[src/rtl/lp_filter_multi.sv]
// lp_filter_multi: multi-channel one-pole low-pass filter. It uses a shared
// time-multiplexed datapath. An internal prescaler produces the sample tick.
// On each tick the inputs are captured, and a sequencer then updates one
// channel stage per clock: y <= y + ((x - y) >>> k).
//
// Optional feature: define LP_FILTER_SECOND_STAGE_EN to cascade a second
// identical pole per channel (12 dB/oct). This adds one WIDTH-bit register
// per channel.
//
// Ports:
//   clk        system clock, rising edge
//   rst_n      asynchronous active-low reset
//   in_sound   CHANNELS*WIDTH packed signed samples, channel c at [c*WIDTH +: WIDTH]
//   shift      pole coefficient k (0 = bypass, 1..15 = weight 2^-k)
//   out_sound  filtered samples, same packing, registered
//   out_valid  one-cycle pulse after all channels are updated for a tick
//   busy       high while the sequencer is stepping through channels
module lp_filter_multi #(
    parameter int unsigned CLK_HZ    = 27000000,
    parameter int unsigned CUTOFF_HZ = 1500,
    parameter int unsigned WIDTH     = 18,
    parameter int unsigned CHANNELS  = 2
) (
    input  logic                      clk,
    input  logic                      rst_n,
    input  logic [CHANNELS*WIDTH-1:0] in_sound,
    input  logic [3:0]                shift,
    output logic [CHANNELS*WIDTH-1:0] out_sound,
    output logic                      out_valid,
    output logic                      busy
);

    localparam int unsigned PRESCALE = CLK_HZ / (CUTOFF_HZ * 32);
`ifdef LP_FILTER_SECOND_STAGE_EN
    localparam int unsigned S = 2;
`else
    localparam int unsigned S = 1;
`endif
    localparam int unsigned STEPS = S * CHANNELS;
    localparam int unsigned IDX_W = (STEPS > 1) ? $clog2(STEPS) : 1;
    localparam int unsigned CH_W  = (CHANNELS > 1) ? $clog2(CHANNELS) : 1;
    localparam int unsigned CNT_W = $clog2(PRESCALE + 1);
    localparam int unsigned DW    = WIDTH + 1;

    // A tick must never arrive while the sequencer is still busy.
    if (PRESCALE < STEPS + 1) begin : g_prescale_check
        $error("lp_filter_multi: PRESCALE too small for S*CHANNELS steps");
    end

    typedef enum logic {
        IDLE   = 1'b0,
        UPDATE = 1'b1
    } state_e;

    // Prescaler: tick in the cycle the counter reads zero, then reload
    logic [CNT_W-1:0] cnt_q;
    logic             tick_c;

    assign tick_c = (cnt_q == '0);

    always_ff @(posedge clk or negedge rst_n) begin
        if (!rst_n) begin
            cnt_q <= CNT_W'(PRESCALE);
        end else if (tick_c) begin
            cnt_q <= CNT_W'(PRESCALE);
        end else begin
            cnt_q <= cnt_q - CNT_W'(1);
        end
    end

    // Sequencer
    state_e           state_q, state_d;
    logic [IDX_W-1:0] idx_q, idx_d;
    logic             busy_q, busy_d;
    logic             valid_q, valid_d;
    logic             upd_c;

    always_ff @(posedge clk or negedge rst_n) begin
        if (!rst_n) begin
            state_q <= IDLE;
            idx_q   <= '0;
            busy_q  <= 1'b0;
            valid_q <= 1'b0;
        end else begin
            state_q <= state_d;
            idx_q   <= idx_d;
            busy_q  <= busy_d;
            valid_q <= valid_d;
        end
    end

    always_comb begin
        state_d = state_q;
        idx_d   = idx_q;
        busy_d  = 1'b0;
        valid_d = 1'b0;
        upd_c   = 1'b0;
        case (state_q)
            IDLE: begin
                if (tick_c) begin
                    state_d = UPDATE;
                    idx_d   = '0;
                    busy_d  = 1'b1;
                end
            end
            UPDATE: begin
                upd_c = 1'b1;
                if (idx_q == IDX_W'(STEPS - 1)) begin
                    state_d = IDLE;
                    idx_d   = '0;
                    valid_d = 1'b1;
                end else begin
                    idx_d  = idx_q + IDX_W'(1);
                    busy_d = 1'b1;
                end
            end
            default: begin
                state_d = IDLE;
                idx_d   = '0;
            end
        endcase
    end

    // Snapshot of inputs, taken only on tick (the sequencer is idle then)
    logic [CHANNELS*WIDTH-1:0] snap_q;
    logic [3:0]                shift_q;

    always_ff @(posedge clk or negedge rst_n) begin
        if (!rst_n) begin
            snap_q  <= '0;
            shift_q <= '0;
        end else if (tick_c && state_q == IDLE) begin
            snap_q  <= in_sound;
            shift_q <= shift;
        end
    end

    // Step decode: the step index maps to (channel, stage)
    logic [CH_W-1:0] ch_c;
    logic            stage2_c;

    always_comb begin
`ifdef LP_FILTER_SECOND_STAGE_EN
        ch_c     = CH_W'(idx_q >> 1);
        stage2_c = idx_q[0];
`else
        ch_c     = CH_W'(idx_q);
        stage2_c = 1'b0;
`endif
    end

    // Shared subtract / arithmetic shift / add datapath
    logic [CHANNELS*WIDTH-1:0] st1_q;
`ifdef LP_FILTER_SECOND_STAGE_EN
    logic [CHANNELS*WIDTH-1:0] st2_q;
`endif
    logic signed [WIDTH-1:0] x_c, y_c, y_new_c;
    logic signed [DW-1:0]    diff_c, step_c, sum_c;

    always_comb begin
        x_c = snap_q[ch_c*WIDTH +: WIDTH];
        y_c = st1_q[ch_c*WIDTH +: WIDTH];
`ifdef LP_FILTER_SECOND_STAGE_EN
        if (stage2_c) begin
            x_c = st1_q[ch_c*WIDTH +: WIDTH];
            y_c = st2_q[ch_c*WIDTH +: WIDTH];
        end
`endif
        diff_c = {x_c[WIDTH-1], x_c} - {y_c[WIDTH-1], y_c};
        // Kept separate so the shift stays in a signed context (arithmetic).
        step_c  = diff_c >>> shift_q;
        sum_c   = {y_c[WIDTH-1], y_c} + step_c;
        // y moves toward x, so the sum always fits back into WIDTH bits.
        y_new_c = WIDTH'(sum_c);
    end

    // Stage registers
    always_ff @(posedge clk or negedge rst_n) begin
        if (!rst_n) begin
            st1_q <= '0;
        end else if (upd_c && !stage2_c) begin
            st1_q[ch_c*WIDTH +: WIDTH] <= y_new_c;
        end
    end

`ifdef LP_FILTER_SECOND_STAGE_EN
    always_ff @(posedge clk or negedge rst_n) begin
        if (!rst_n) begin
            st2_q <= '0;
        end else if (upd_c && stage2_c) begin
            st2_q[ch_c*WIDTH +: WIDTH] <= y_new_c;
        end
    end

    assign out_sound = st2_q;
`else
    assign out_sound = st1_q;
`endif

    assign out_valid = valid_q;
    assign busy      = busy_q;

endmodule

[config.mk]
export PLATFORM = sky130hd
export DESIGN_NAME = lp_filter_multi
export DESIGN_NICKNAME = d
export VERILOG_FILES = /design/src/rtl/lp_filter_multi.sv
export SDC_FILE = /design/constraint.sdc
export NUM_CORES = 1
export LEC_CHECK = 0
export ABC_AREA = 1
export CAP_MARGIN = 20
export CORE_UTILIZATION = 58
export CTS_BUF_LIST = sky130_fd_sc_hd__clkbuf_4 sky130_fd_sc_hd__clkbuf_8
export DETAILED_ROUTE_END_ITERATION = 6
export PLACE_DENSITY_LB_ADDON = 0.25
export SLEW_MARGIN = 20
export SYNTH_ARGS = -nofsm -noshare
export SYNTH_HDL_FRONTEND = slang
export SYNTH_SLANG_ARGS = --single-unit
[constraint.sdc]
create_clock -name clk -period 5.28 [get_ports clk]
set_clock_uncertainty 0.1 [all_clocks]
set_input_delay 1.584 -clock clk [delete_from_list [all_inputs] [get_ports clk]]
set_output_delay 1.584 -clock clk [all_outputs]
set_load 0.02 [all_outputs]
==> summary.txt <==
Run status
  – Run status: complete, no violations

Timing
  – Slew Limit Fails: 0
  – Final WS setup: between 0.3 and 0.4 ns
  – Fin crit period: 4.95 ns
  – Final setup viols: 0
  – Final Hold Fails: 0
  – Final Cycle Share: 0.938
  – Least-Margin Pin Slew: about 0.86 ns
  – Setup_tns: 0 ns
  – Fmax: between 0.2 and 0.25 GHz
  – Worst slew margin: 0.423

GRT
  – Largest net degree at the start of global routing: 68
  – Total gr overflow: 0
  – Initial antenna violation count: 0
  – First-pass GRT wire length: about 27,000 um
  – Gr usage total: 0.297
  – Number of global-route vias before repair: ~5,700

Route
  – DRC: 0
  – Antenna-violating nets left: 0
  – Drt initial violations: 420
  – Routed WL: approximately 16,000 um
  – 1st-pass router iterations: 5
  – Routed WL per cell: around 15 um
  – Vias: 6,091
  – DR vias/cell: 5.52

Worst setup path
  – Worst-path fanout max: 5
  – Worst path required time: between 5 and 6 ns
  – Crit path DAT: between 5 and 6 ns
  – Slack of the worst reg-to-reg path: ~0.33 ns
  – CP max stage cell: dfrtp_2
  – Crit path capture type: flop
  – CP max stage delay: ~0.45 ns
  – Critical Path Source Type: flop
  – WS Path Type: flop to flop
  – Most used cell, CP: nand2_1

Floorplanning
  – Die area: 11,600 um^2
  – Die H: about 110 um
  – Core area: 10,900 um^2
  – Initial Util: 0.596
  – I/O pins: 80
  – Die Width: ~110 um
  – Core Rows: 38

Logic synthesis
  – EDFF count, synth: 0
  – Yosys warns: 0
  – Cells after Synth: between 800 and 900
  – XOR/XNOR Fraction of Synth Area: 0.0364
  – Area leader, netlist: dfrtp_1
  – Yosys top cell area share: 0.328
  – Post-Synth Simple-Gate Area: 0.262
  – Synth top area cells: dfrtp_1, nand2_1, ha_1, mux2_2, inv_1
  – Synth Area in Adders: 0.0756
  – Main combinational cell family by area after synthesis: simple AND/OR/NAND/NOR gates
  – Compound-Gate Fraction of Synth Area: 0.115
  – Seq/Total Area, Yosys: 0.344
  – Top-count cell post-synth: nand2_1
  – Syn Area/Cell: ~7.4 um^2
  – Yosys reg bits: 89
  – Netlist cell types: 43
  – Mux cell area share after synthesis: 0.0817
  – Synthesized cell area: about 6500 um^2
  – Top_reg_cell synth: dfrtp_1
  – Ys async rst share: 1.00
  – Synth top cells by count: nand2_1, inv_1, dfrtp_1
  – Net Count, Synth: 957

Power and ir drop
  – Total power draw: 2.31 mW
  – Sw Pwr: approximately 960 uW
  – VDD IR max: ~0.21 mV
  – Combinational power share: 0.467
  – Cell Int Power: roughly 1.4 mW
  – Static Leak: 3.94 nW
  – Power density over the cells: 295 nW/um^2
  – Switching Fraction: 0.413
  – Clock power share: 0.194
  – Register share of total power: 0.338

Cells and area
  – P&R area growth vs syn: 20.5%
  – Antenna cells: 0
  – Final Non-Filler Cells: approximately 1,100
  – Final net count: between 1,000 and 1,500
  – Ratio of cells with drive above 1 in the final layout: 0.141
  – Fin area: just under 8000 um^2

Clock network
  – Htree depth: 3
  – Clock transition at path regs: about 0.10 ns
  – Latest clock arrival within the worst-skew pair: 0.38 ns
  – Post-cts hold buffer count: 0
  – CTS Buffer Depth: 2
  – Clock root buffer: clkbuf_8
  – Clock Sinks: 89
  – CTS tree: done
  – CTS Buf Count: 9

Placement
  – Dpl ws: -0.0439 ns
  – GP Congestion: between 0.9 and 1
  – Placed Cells: about 1,100
  – Hpwl dp: 12,100 um
  – Placed cell area: between 7000 and 8000 um^2
  – IO Port Bufs: between 70 and 80

Worst hold path
  – HP Class: flop to flop

Job
  – Max-cap violation count: 0
## worst paths after layout
path	from	to	depth (start not counted)
max	ch_c	out_sound[14]	30
min	cnt_q[0]	cnt_q[0]	1
max reg2reg	ch_c	out_sound[14]	30
min reg2reg	cnt_q[0]	cnt_q[0]	1
max in group asynchronous	rst_n	out_sound[26]	2
min in group asynchronous	rst_n	out_sound[13]	1
## through the flow
stage | hold slack, ns | util
global placement | 0.313 | 0.680
CTS | 0.332 | 0.697
finish | 0.332 | 0.718
floorplan | 0.303 | -
detailed placement | 0.319 | 0.680
global route | 0.349 | 0.718
## flip-flops by register name (all words and copies together), names as in the netlist
name and flops:
out_valid 1, snap_q 36, shift_q 4, busy 1, ch_c 1, out_sound 36
cnt_q 10
## power by group through the flow
stage                     Combinational (mW)  Clock [mW]  Sequential (mW)
final                                   1.08       0.449            0.782
after global routing                    1.21       0.484            0.786
after CTS                               1.01       0.457            0.780
after detailed placement                1.00           0            0.792
after global placement                 0.999           0            0.793
after floorplan                        0.674           0            0.819
## routing by layer
layer	vias up	GRT usage	routed length (um)
li1	3021	-	-
met3	30	0.0496	818
met1	2859	0.395	7280
met5	-	0	0
met2	181	0.478	7610
met4	0	0.124	499
## placed cells by master, fill, tap and decap left out, drive strengths merged, types with 11 or more instances in the layout
cell | Yosys | final
a21oi | 42 | 42
buf | 15 | 20
clkbuf | 14 | 11
clkdlybuf4s50 | 0 | 78
dfrtp | 85 | 85
ha | 36 | 36
inv | 112 | 113
mux2 | 40 | 40
nand2 | 248 | 248
nand3 | 72 | 72
nor2 | 44 | 44
o21ai | 72 | 72
or2 | 15 | 15
xnor2 | 12 | 12
xor2 | 15 | 15
## worst max-delay path: cells and delay by family, from the launching register on
| family | cells | cell delay (ns) |
|---|---|---|
| AOI/OAI and AO/OA | 8 | 1.19 |
| xor gates and xnor gates | 1 | 0.22 |
| adders and majority gates | 3 | 0.85 |
| buffers and inverters | 3 | 0.30 |
| DFF | 1 | 0.45 |
| and+or+nand+nor | 15 | 1.71 |
## layout make-up
class | count | area [um^2]
repair buffers | 98 | 967
multi-input cells | 645 | 3820
inverters | 114 | 432
repair inverters | 1 | 7.51
clock inverters | 5 | 37.5
fillers | 918 | 3070
clock buffers | 11 | 145
flip-flops and latches | 89 | 2230
well taps | 140 | 175
## cells by family after synthesis
family          after synthesis
buf+inv                     143
flops                        89
mux                          48
fa+ha+maj                    38
simple gates                396
compound gates              136
xor+xnor                     27
## timing repair
item | in CTS | in global routing
resized for setup | 1 | 37
setup endpoints to repair | 2 | 17
buffers inserted | 0 | 10
pin swaps | 0 | 12
cloned | 0 | 1
(Power assumes the default switching activity.)
